`config.mk`:
```
export PLATFORM = sky130hd
export DESIGN_NAME = seg7_scan_driver
export DESIGN_NICKNAME = d
export VERILOG_FILES = /design/src/rtl/seg7_scan_driver.sv
export SDC_FILE = /design/constraint.sdc
export NUM_CORES = 1
export LEC_CHECK = 0
export ABC_AREA = 1
export CORE_MARGIN = 2
export CORE_UTILIZATION = 50
export DETAILED_ROUTE_END_ITERATION = 8
export GPL_TIMING_DRIVEN = 0
export PLACE_DENSITY_LB_ADDON = 0.1
export SLEW_MARGIN = 20
export SYNTH_ARGS = -nofsm -noshare
export SYNTH_HDL_FRONTEND = slang
export SYNTH_SLANG_ARGS = --single-unit
```
`constraint.sdc`:
```
create_clock -name clk -period 2.05 [get_ports clk]
set_input_delay 0.205 -clock clk [delete_from_list [all_inputs] [get_ports clk]]
set_output_delay 0.205 -clock clk [all_outputs]
set_load 0.02 [all_outputs]
```
`src/rtl/seg7_scan_driver.sv`:
```
// Eight-digit multiplexed seven-segment driver with frame-aligned shadow update.
// A new value is held in a shadow register and applied only at the frame wrap, so the display never tears.
module seg7_scan_driver #(
   parameter int SCAN_DIV = 100000
) (
   input  logic        clk,
   input  logic        rst,
   input  logic [31:0] value,
   input  logic [7:0]  dp_mask,
   input  logic        update,
   input  logic        blank_lz,
   output logic        busy,
   output logic        frame_tick,
   output logic [7:0]  an,
   output logic [6:0]  seg,
   output logic        dp
);

   localparam int CNT_W = $clog2(SCAN_DIV);
   localparam logic [CNT_W-1:0] CNT_MAX = CNT_W'(SCAN_DIV - 1);

   logic [CNT_W-1:0] cnt_q, cnt_d;
   logic [2:0]       idx_q, idx_d;
   logic [31:0]      sh_val_q, sh_val_d;
   logic [7:0]       sh_dp_q, sh_dp_d;
   logic [31:0]      d_val_q, d_val_d;
   logic [7:0]       d_dp_q, d_dp_d;
   logic             busy_q, busy_d;
   logic             tick_q, tick_d;
   logic [7:0]       an_q, an_d;
   logic [6:0]       seg_q, seg_d;
   logic             dp_q, dp_d;

   logic             cnt_end;
   logic             wrap;
   logic [3:0]       nibble;
   logic [6:0]       seg_hex;
   logic             blank;

   always_comb begin
      cnt_end  = (cnt_q == CNT_MAX);
      wrap     = cnt_end && (idx_q == 3'd7);
      cnt_d    = cnt_end ? '0 : cnt_q + CNT_W'(1);
      idx_d    = cnt_end ? idx_q + 3'd1 : idx_q;
      tick_d   = wrap;

      sh_val_d = sh_val_q;
      sh_dp_d  = sh_dp_q;
      d_val_d  = d_val_q;
      d_dp_d   = d_dp_q;
      busy_d   = busy_q;
      // Apply takes priority; an update arriving in the apply cycle is dropped.
      if (wrap && busy_q) begin
         d_val_d = sh_val_q;
         d_dp_d  = sh_dp_q;
         busy_d  = 1'b0;
      end else if (update && !busy_q) begin
         sh_val_d = value;
         sh_dp_d  = dp_mask;
         busy_d   = 1'b1;
      end
   end

   always_comb begin
      nibble = d_val_q[{idx_q, 2'b00} +: 4];
      case (nibble)
         4'h0:    seg_hex = 7'h40;
         4'h1:    seg_hex = 7'h79;
         4'h2:    seg_hex = 7'h24;
         4'h3:    seg_hex = 7'h30;
         4'h4:    seg_hex = 7'h19;
         4'h5:    seg_hex = 7'h12;
         4'h6:    seg_hex = 7'h02;
         4'h7:    seg_hex = 7'h78;
         4'h8:    seg_hex = 7'h00;
         4'h9:    seg_hex = 7'h10;
         4'hA:    seg_hex = 7'h08;
         4'hB:    seg_hex = 7'h03;
         4'hC:    seg_hex = 7'h46;
         4'hD:    seg_hex = 7'h21;
         4'hE:    seg_hex = 7'h06;
         default: seg_hex = 7'h0E;
      endcase

      // Leading zero: this nibble and every nibble above it are zero.
      blank = blank_lz && (idx_q != 3'd0) && ((d_val_q >> {idx_q, 2'b00}) == 32'd0);

      an_d  = 8'hFF;
      seg_d = 7'h7F;
      dp_d  = 1'b1;
      if (!blank) begin
         an_d  = ~(8'd1 << idx_q);
         seg_d = seg_hex;
         dp_d  = ~d_dp_q[idx_q];
      end
   end

   always_ff @(posedge clk) begin
      if (rst) begin
         cnt_q    <= '0;
         idx_q    <= 3'd0;
         sh_val_q <= 32'd0;
         sh_dp_q  <= 8'd0;
         d_val_q  <= 32'd0;
         d_dp_q   <= 8'd0;
         busy_q   <= 1'b0;
         tick_q   <= 1'b0;
         an_q     <= 8'hFF;
         seg_q    <= 7'h7F;
         dp_q     <= 1'b1;
      end else begin
         cnt_q    <= cnt_d;
         idx_q    <= idx_d;
         sh_val_q <= sh_val_d;
         sh_dp_q  <= sh_dp_d;
         d_val_q  <= d_val_d;
         d_dp_q   <= d_dp_d;
         busy_q   <= busy_d;
         tick_q   <= tick_d;
         an_q     <= an_d;
         seg_q    <= seg_d;
         dp_q     <= dp_d;
      end
   end

   assign busy       = busy_q;
   assign frame_tick = tick_q;
   assign an         = an_q;
   assign seg        = seg_q;
   assign dp         = dp_q;

endmodule

```
## After elaboration in Yosys (flattened, before gate mapping)

Memories as Yosys holds them, arrays and structs flattened. A register that Yosys moved wholly into a read port is not among the register bits.
Index checks and enable logic that the tools add are counted.

| cells by class | value |
|---|---|
| add/sub/neg operators | 2 |
| multipliers | 0 |
| divide/modulo/power cells | 0 |
| magnitude comparators | 1 |
| equality and inequality tests | 2 |
| shift operators | 3 |
| mux-type cells | 2 |
| bitwise gates (word level) | 3 |
| reductions and logical operators | 12 |

Operators with widths:

| kind | number |
|---|---|
| logical NOT 32 bit | 1 |
| indexed part select 32 x 6 -> 4 bit | 1 |
| right shift 32 x 5 -> 32 bit | 1 |
| adder 17 x 1 -> 17 bit, second input constant | 1 |
| equality test 17 bit, second input constant | 1 |
| NOT 8 bit | 1 |
| left shift 1 x 3 -> 8 bit, first input constant | 1 |
| OR reduction 2 bit | 3 |
| logical AND 1 bit | 5 |
| less-than comparator 3 x 4 -> 1 bit, second input constant | 1 |
| adder 3 x 1 -> 3 bit, second input constant | 1 |
| binary-select mux 1 bit (select 3 bit) | 1 |
| equality test 3 bit, second input constant | 1 |
| nonzero test 3 bit | 1 |
| NOT 1 bit | 2 |
| AND reduction 2 bit | 1 |
| logical NOT 1 bit | 1 |
| two-way mux 1 bit | 1 |

| storage, ports and cells | value |
|---|---|
| register bits after elaboration | 111 |
| latch bits | 0 |
| RAM bits | 0 |
| ROM bits | 112 |
| input bits | 44 |
| output and inout port bits | 18 |
| logic and storage cells | 36 |
| memories kept | 1 |

Memory list:

| name | depth | width | rd ports | clocked after memory_dff | write ports | RTL line | source |
|---|---|---|---|---|---|---|---|
| (no name shown) | 16 | 7 | 1 | 1 | 0 | 66 | `case (nibble)` |

## Depth between registers and ports, before layout

Gate-level depths: netlist of run 1.

| logic depth | value |
|---|---|
| word-level depth | 5 |
| mapped depth | 18 |
| mapped depth without buffers | 15 |

## Worst setup path before layout of run 1

OpenSTA, ideal clock, no wires.

| timing path | value |
|---|---|
| path kind | register to register |
| from | register idx_q[0] |
| to | register an_q[0] (netlist: an[0]) |
| library setup time | 0.064 ns |
| arrival time | 2.154 ns |
| slack | -0.167 ns |
| cell stages (with the launch flop) | 18 |
| path buffers | 4 |
| cells stage by stage | dfxtp_1 -> buf_4 -> buf_6 -> buf_2 -> o211ai_1 -> nand2_1 -> nand2_1 -> nand2_1 -> ha_1 -> nand2_1 -> nor2_1 -> o21ai_0 -> nor2_1 -> nand2_1 -> nor2_2 -> nand3_2 -> buf_6 -> nand3_1 |

| on the way | value |
|---|---|
| word-level cells in the longest chain between the ends | 4 |
| elaborated cells between the ends (all ways) | 8 |
| those cells by class | 2 x shift; 1 x bitwise; 5 x reduce/logical |

RTL lines:

| item | RTL line | source |
|---|---|---|
| start: declaration | 23 | `logic [2:0] idx_q, idx_d;` |
| start signal: assignment | 113 | `idx_q <= idx_d;` |
| right shift 32 x 5 -> 32 bit / nonzero test 3 bit (equally long branches) | 86 | `blank = blank_lz && (idx_q != 3'd0) && ((d_val_q >> {idx_q, 2'b00}) == 32'd0);` |
| logical NOT 32 bit / logical AND 1 bit (equally long branches) | 86 |  |
| logical AND 1 bit | 86 |  |
| OR reduction 2 bit (no line) | -- |  |
| end signal: assignment | 120 | `an_q <= an_d;` |
| end: declaration | 30 | `logic [7:0] an_q, an_d;` |

Several ways; a longest one is shown, not always the timed one.
A chain may end at the register's enable or synchronous reset.

## Final worst setup path of run 1

| timing path | value |
|---|---|
| from | register idx_q[0] |
| to | register seg_q[1] (netlist: seg[1]) |

| on the way | value |
|---|---|
| word-level cells in the longest chain between the ends | 4 |
| elaborated cells between the ends (all ways) | 7 |
| those cells by class | 2 x shift; 5 x reduce/logical |

RTL lines:

| item | RTL line | source |
|---|---|---|
| right shift 32 x 5 -> 32 bit / nonzero test 3 bit (equally long branches) | 86 |  |
| logical NOT 32 bit / logical AND 1 bit (equally long branches) | 86 |  |
| logical AND 1 bit | 86 |  |
| OR reduction 2 bit (no line) | -- |  |
| end: declaration | 31 | `logic [6:0] seg_q, seg_d;` |

Several ways; a longest one is shown, not always the timed one.

==> results of run 1 <==
[layer usage]
layer | up-vias | global-route usage, % | part of all wire, %
li1 | 2645 | - | -
met1 | 2358 | 34.6 | 45
met2 | 151 | 43.8 | 47
met3 | 29 | 5.78 | 5.6
met4 | 0 | 12.1 | 2.3
met5 | - | 0 | 0
[cell usage in the layout, fill, tap and decap left out, drive strengths merged]
master / netlist / layout
a211oi: 42 / 42
a21oi: 21 / 21
a22oi: 1 / 1
a31oi: 1 / 1
and2: 2 / 2
buf: 12 / 35
bufinv: 0 / 3
clkbuf: 30 / 47
clkdlybuf4s50: 0 / 60
clkinv: 1 / 6
clkinvlp: 0 / 5
dfxtp: 118 / 118
ha: 12 / 12
inv: 79 / 81
nand2: 130 / 130
nand3: 65 / 65
nand3b: 1 / 1
nand4: 6 / 6
nor2: 155 / 155
nor3: 12 / 12
nor3b: 1 / 1
o211ai: 3 / 3
o21ai: 54 / 54
or2: 2 / 2
xor2: 4 / 4
[worst min-delay path by stage]
| stage | endpoint | slack, ns | cells after the start |
|---|---|---|---|
| floorplan | busy | 0.34 | 2 |
| global placement | cnt_q[0] | 0.43 | 1 |
| detailed placement | cnt_q[0] | 0.43 | 1 |
| CTS | d_val_q[31] | 0.17 | 2 |
| global route | sh_dp_q[3] | 0.25 | 3 |
| finish | d_val_q[31] | 0.23 | 2 |
[final cells by class]
cell class	count	area share, %
multi-input cells	512	37.3
well taps	136	2.37
repair buffers	84	11.0
flip-flops and latches	118	33.0
clock buffers	17	5.77
plain buffers	41	3.85
inverters	80	4.29
clock inverters	15	2.47
[registers in the layout, indices dropped and copies added (netlist names), 3 cells and up]
name / cells
an: 8
seg: 7
sh_dp_q: 8
idx_q: 3
sh_val_q: 32
d_dp_q: 8
cnt_q: 17
d_val_q: 32
[logic make-up after synthesis]
family | count (synthesis) | share of synthesized area (%)
AO/OA/AOI/OAI | 122 | 13.7
buffers and inverters | 122 | 9.29
flip-flops | 118 | 44.4
AND/OR/NAND/NOR | 374 | 29.1
adder cells (fa/ha/maj) | 12 | 2.82
XOR/XNOR | 4 | 0.659
[metrics by stage]
stage / setup WS, ns / instance area, µm² / cells
finish: -0.0487 / 7180 / 1003
global route: -0.205 / 7180 / 1003
CTS: -0.0576 / 7120 / 1003
detailed placement: -0.418 / 6120 / 948
global placement: -0.433 / 6120 / 948
floorplan: 0.0248 / 5350 / 752
[worst max-delay path: stages, from the launching register on]
cell and delay (ns):
sky130_fd_sc_hd__dfxtp_4 0.41, sky130_fd_sc_hd__buf_8 0.12, sky130_fd_sc_hd__buf_6 0.12, sky130_fd_sc_hd__o211ai_1 0.12
sky130_fd_sc_hd__nand2_1 0.09, sky130_fd_sc_hd__nand2_1 0.06, sky130_fd_sc_hd__nand2_2 0.11, sky130_fd_sc_hd__ha_4 0.14
sky130_fd_sc_hd__nand2_2 0.04, sky130_fd_sc_hd__nor2_2 0.10, sky130_fd_sc_hd__o21ai_1 0.07, sky130_fd_sc_hd__nor2_1 0.09
sky130_fd_sc_hd__nand2_1 0.06, sky130_fd_sc_hd__nor2_2 0.12, sky130_fd_sc_hd__nand3_4 0.14, sky130_fd_sc_hd__buf_6 0.17
sky130_fd_sc_hd__nand3_1 0.05
[cell usage after synthesis]
library cell	number
sky130_fd_sc_hd__nand3b_1	1
sky130_fd_sc_hd__nor2_2	1
sky130_fd_sc_hd__nor3_1	11
sky130_fd_sc_hd__a21oi_1	21
sky130_fd_sc_hd__buf_2	8
sky130_fd_sc_hd__inv_1	77
sky130_fd_sc_hd__a211oi_1	42
sky130_fd_sc_hd__clkbuf_1	30
sky130_fd_sc_hd__buf_6	3
sky130_fd_sc_hd__buf_4	1
sky130_fd_sc_hd__nand2_2	2
sky130_fd_sc_hd__nor2_1	154
sky130_fd_sc_hd__clkinv_1	1
sky130_fd_sc_hd__dfxtp_1	118
sky130_fd_sc_hd__nand3_1	64
sky130_fd_sc_hd__nor3b_1	1
sky130_fd_sc_hd__o211ai_1	3
sky130_fd_sc_hd__ha_1	12
sky130_fd_sc_hd__nand4_1	6
sky130_fd_sc_hd__nand3_2	1
sky130_fd_sc_hd__xor2_1	4
sky130_fd_sc_hd__a31oi_1	1
sky130_fd_sc_hd__and2_1	2
sky130_fd_sc_hd__nor3_2	1
sky130_fd_sc_hd__a22oi_1	1
sky130_fd_sc_hd__inv_2	2
sky130_fd_sc_hd__nand2_1	128
sky130_fd_sc_hd__or2_2	2
sky130_fd_sc_hd__o21ai_0	54
[power by group]
| part | internal [W] | switching (W) |
|---|---|---|
| logic | 0.000133 | 0.000150 |
| registers | 0.00237 | 0.0000385 |
| clock network | 0.00185 | 0.00109 |
| total | 0.00435 | 0.00128 |
[timing repair]
item | 4_1_cts | 5_1_grt
buffers inserted | 23 | 0
setup endpoints to repair | 35 | 63
gates cloned | 1 | 0
gates resized for setup | 66 | 26
pin swaps | 14 | 9
==> flow_summary.json, run 1 <==
{
  "outcome": "finished, violations left",
  "violated_checks": "setup timing",
  "buffer_ports.inserted": 60,
  "final_antenna_diode_count": 0,
  "timing.critical_path.arrival_ns": 2.56,
  "reg2reg_to": "seg[1]",
  "crit_start": "idx_q[0]",
  "route.detailed.drc": 0,
  "cts.clk_slew.worst_paths_ns": 0.06,
  "drt-initial-drc-count": 291,
  "synthCells": 752,
  "post-route-worst-setup-slack_ns": -0.0487,
  "cts_tree": "built",
  "area_of_the_multi_input_gates_um2": 2680,
  "hp-start": "rst",
  "finalCriticalPeriod_ns": 2.10,
  "antenna_violating_nets_post_route": 0,
  "report.final.hold_viol_count": 0,
  "critPathCapture": "seg[1]",
  "post-synth-top-area-fraction_pct": 44.4,
  "number_of_global_route_vias_before_repair": 4997,
  "sequential_area_um2": 2370,
  "cellPowerDensity_nw_per_um2": 784,
  "die_height_um": 107,
  "syn-cell-area_um2": 5320,
  "boundaryPins": 62,
  "max_cap_violations": 0,
  "cp.required_ns": 2.51,
  "worstSkewPairLatency_ns": 0.53,
  "synth_top_cell_by_area": "sky130_fd_sc_hd__dfxtp_1",
  "avgSynthCellArea_um2": 7.07,
  "timing.critical_path.fanout_max": 6,
  "initial_core_utilization_pct": 51.5,
  "utilization_pct": 69.6,
  "post-layout-total-power_w": 0.00563,
  "cts-buffers-inserted": 17,
  "number_of_clock_sinks_seen_by_cts": 118,
  "yosysSeqAreaShare_pct": 44.4,
  "p_leak_nw": 3.05,
  "setup-tns-final_ns": -0.510,
  "cell_at_the_root_of_the_clock_tree": "sky130_fd_sc_hd__clkbuf_8",
  "max_clock_freq_mhz": 476,
  "timing.final.crit_share_pct": 102,
  "synth_cell_type_count": 29,
  "synthToLayoutAreaGrowth_pct": 35.0,
  "gpl.final_weighted_congestion": 0.966,
  "rsz0062_at_grt": "true",
  "cts-htree-levels": 4,
  "yosysWarningCount": 0,
  "grt_max_degree": 17,
  "detailedRoute.firstPassIterationCount": 6,
  "final.fill_count": 833,
  "grt_overflow_total": 0,
  "dieArea_um2": 11500,
  "timing.max_slew.rel_slack_pct": 59.1,
  "cts-root-to-sink-buffers": 2,
  "timing.setup.critical_path_class": "reg -> reg",
  "worstSetupStartpointType": "register",
  "first_pass_grt_wire_length_mm": 24.0,
  "ff2ff_path_depth": 16,
  "globalRouteTotalUtil_pct": 27.1,
  "post_cts_hold_buffer_count": 0,
  "std_cell_rows": 37,
  "via_count": 5183,
  "vdd_ir_max_mv": 0.653,
  "synth.ff_latch_count": 118,
  "finalSetupViolations": 13,
  "worst_setup_path_end_kind": "register",
  "worst_pin_slew_ns": 0.614,
  "worst_min_path_class": "in -> reg",
  "synth.area.top_cells": "sky130_fd_sc_hd__dfxtp_1, sky130_fd_sc_hd__nor2_1, sky130_fd_sc_hd__nand2_1",
  "total_routed_wirelength_mm": 14.6,
  "die_w_um": 107,
  "critical_r2r_launch": "idx_q[0]",
  "syn-num-nets": 808,
  "fp.coreArea_um2": 10300,
  "wl_per_cell_um": 14.5,
  "hpwlAfterDp_mm": 10.1,
  "final.setup_skew_ns": 0.00550,
  "num-nets-final": 910,
  "slew_viol_final": 0,
  "hold-worst-slack_ns": 0.233,
  "number_of_antenna_violations_at_the_first_check_in_global_routing": 0,
  "detail_route.vias_per_cell": 5.17,
  "ff2ff_setup_slack_ns": -0.05,
  "drive_gt1_share_pct": 14.5
}
Note: power is estimated with default switching activity, not from simulation.
==> inputs of run 2 (changes only) <==
--- a/config.mk
+++ b/config.mk
@@ -11,6 +11,7 @@
 export DETAILED_ROUTE_END_ITERATION = 8
 export GPL_TIMING_DRIVEN = 0
 export PLACE_DENSITY_LB_ADDON = 0.1
+export SETUP_SLACK_MARGIN = 0.3
 export SLEW_MARGIN = 20
 export SYNTH_ARGS = -nofsm -noshare
 export SYNTH_HDL_FRONTEND = slang
==> flow_summary.json, run 2 (synthesis results as in run 1) <==
{
  "post-route-worst-setup-slack_ns": -0.197,
  "timing.setup.critical_path_class": "reg -> reg",
  "worstSkewPairLatency_ns": 0.53,
  "sequential_area_um2": 2370,
  "fp.coreArea_um2": 10300,
  "grt_max_degree": 17,
  "detail_route.vias_per_cell": 5.40,
  "wl_per_cell_um": 16.1,
  "crit_start": "idx_q[0]",
  "final_antenna_diode_count": 0,
  "cellInternalPower_w": 0.00476,
  "switchingPower_w": 0.00132,
  "worst_path_largest_cell_delay_ns": 0.37,
  "die_w_um": 107,
  "max_cap_violations": 0,
  "cp.required_ns": 2.52,
  "rsz0062_at_grt": "true",
  "buffer_ports.inserted": 60,
  "std_cell_rows": 37,
  "finalCriticalPeriod_ns": 2.25,
  "report.final.hold_viol_count": 0,
  "seqPwrFrac_pct": 40.1,
  "route.detailed.drc": 0,
  "timing.final.crit_share_pct": 110,
  "final_area_um2": 7940,
  "cts-buffers-inserted": 17,
  "final_cell_mix": "sky130_fd_sc_hd__nand2_1, sky130_fd_sc_hd__nor2_1, sky130_fd_sc_hd__dfxtp_1, sky130_fd_sc_hd__inv_1, sky130_fd_sc_hd__clkdlybuf4s50_1",
  "dieArea_um2": 11500,
  "clock_power_share_pct": 54.9,
  "cts-root-to-sink-buffers": 2,
  "worstSetupStartpointType": "register",
  "post-layout-total-power_w": 0.00609,
  "initial_core_utilization_pct": 51.5,
  "synthToLayoutAreaGrowth_pct": 49.2,
  "timing.critical_path.fanout_max": 6,
  "timing.critical_path.arrival_ns": 2.71,
  "cts-htree-levels": 4,
  "worst_pin_slew_ns": 0.772,
  "reg.largest.list": "d_val_q: 32 flops, sh_val_q: 32 flops, cnt_q: 17 flops",
  "power.switching_fraction_pct": 21.7,
  "cts.clk_slew.worst_paths_ns": 0.06,
  "via_count": 5440,
  "hp-start": "rst",
  "final.setup_skew_ns": 0.00742,
  "vdd_ir_max_mv": 0.870,
  "p_leak_nw": 3.24,
  "violated_checks": "setup timing",
  "cellPowerDensity_nw_per_um2": 767,
  "slew_viol_final": 0,
  "final.fill_count": 707,
  "cell_at_the_root_of_the_clock_tree": "sky130_fd_sc_hd__clkbuf_8",
  "gpl.final_weighted_congestion": 0.994,
  "number_of_global_route_vias_before_repair": 5059,
  "antenna_violating_nets_post_route": 0,
  "critPathSlowestCell": "sky130_fd_sc_hd__dfxtp_4",
  "max_clock_freq_mhz": 445,
  "critical_r2r_launch": "idx_q[0]",
  "hpwlAfterDp_mm": 10.2,
  "drt-initial-drc-count": 367,
  "first_pass_grt_wire_length_mm": 23.8,
  "grt_overflow_total": 0,
  "pwr-share-comb_pct": 5.0,
  "detailedRoute.firstPassIterationCount": 6,
  "layout_commonest_cell": "sky130_fd_sc_hd__nand2_1",
  "die_height_um": 107,
  "area_of_the_multi_input_gates_um2": 3150,
  "cts_tree": "built",
  "post-place-cells": 948,
  "finalNonFillerCells": 1007,
  "drive_gt1_share_pct": 24.5,
  "finalSetupViolations": 16,
  "number_of_clock_sinks_seen_by_cts": 118,
  "boundaryPins": 62,
  "globalRouteTotalUtil_pct": 26.9,
  "total_routed_wirelength_mm": 16.2,
  "cp_cell_sequence": "buf_8 -> buf_8 -> buf_6 -> nand2_2 -> nand3_2 -> nand2_1 -> nand2_1 -> nand2_2 -> ha_4 -> nand2_2 -> nor2_2 -> o21ai_1 -> nor2_1 -> nand2_1 -> nor2_2 -> nand3_4 -> buf_4 -> nand3_2",
  "worst_setup_path_end_kind": "register",
  "outcome": "finished, violations left",
  "num-nets-final": 914,
  "number_of_antenna_violations_at_the_first_check_in_global_routing": 0,
  "placedInstanceArea_um2": 6120,
  "worst_min_path_class": "in -> reg",
  "timing.max_slew.rel_slack_pct": 48.6
}
-- run 2: changes by cell type in the layout (fill, tap and decap cells not counted), moves of 5 or more --
cell	previous run	this run
sky130_fd_sc_hd__nor2_1	153	112
sky130_fd_sc_hd__nor2_4	0	40
sky130_fd_sc_hd__a211oi_1	39	2
sky130_fd_sc_hd__a211oi_2	3	40
sky130_fd_sc_hd__clkbuf_2	10	2
sky130_fd_sc_hd__buf_4	23	16
sky130_fd_sc_hd__buf_12	1	7
sky130_fd_sc_hd__buf_6	6	12
sky130_fd_sc_hd__clkbuf_16	16	21
sky130_fd_sc_hd__dfxtp_2	0	5
sky130_fd_sc_hd__inv_2	0	5
-- run 2: area by class of cell --
class,instances,area share [%]
plain buffers,42,4.65
inverters,80,3.85
repair buffers,87,11.5
clock inverters,12,2.81
multi-input cells,512,39.7
well taps,136,2.14
clock buffers,20,5.49
flip-flops and latches,118,29.9
-- run 2: worst max-delay path, delay by kind of cell, from the launching register on --
family                   cells  cell delay [ns]
AO/OA/AOI/OAI                1             0.07
adder cells (fa/ha/maj)      1             0.15
buffers and inverters        4             0.55
flip-flops                   1             0.37
AND/OR/NAND/NOR             12             1.04
-- run 2: final timing paths --
path                            cells past startpoint  slack [ns]     endpoint
worst min register to register                      1        0.44     cnt_q[0]
worst max register to register                     18       -0.20           dp
worst min-delay path                                2        0.20  d_val_q[31]
worst max-delay path                               18       -0.20           dp
-- run 2: per-layer routing --
metal,global-route usage (%),wire [µm],up-vias
met3,6.32,943,33
met5,0,0,-
met1,34.5,7020,2592
met4,10.7,327,0
met2,43.5,7940,161
li1,-,-,2654
-- run 2: repair_timing --
action | in CTS | in global routing
resized for setup | 62 | 178
gates cloned | 1 | 7
pin swaps | 9 | 60
hold buffers | 0 | 0
endpoints found under the hold margin | 0 | 0
buffers inserted | 9 | 10
endpoints found under the setup margin | 68 | 72
-- run 2: power by group through the flow --
stage	Combinational, W	Clock [W]	Sequential, W
floorplan	0.000124	0	0.00246
global placement	0.000269	0	0.00245
detailed placement	0.000278	0	0.00245
CTS	0.000287	0.00335	0.00241
global route	0.000333	0.00348	0.00245
finish	0.000302	0.00334	0.00244
-- run 2: through the flow --
step | util [%] | setup WS [ns] | hold slack, ns | setup TNS (ns)
2_1_floorplan | - | 0.0536 | 0.338 | 0
3_3_place_gp | 59.3 | -0.449 | 0.428 | -6.47
3_5_place_dp | 59.3 | -0.498 | 0.444 | -7.62
4_1_cts | 68.4 | -0.176 | 0.140 | -2.59
5_1_grt | 76.9 | -0.305 | 0.184 | -4.67
6_report | 76.9 | -0.197 | 0.198 | -2.97
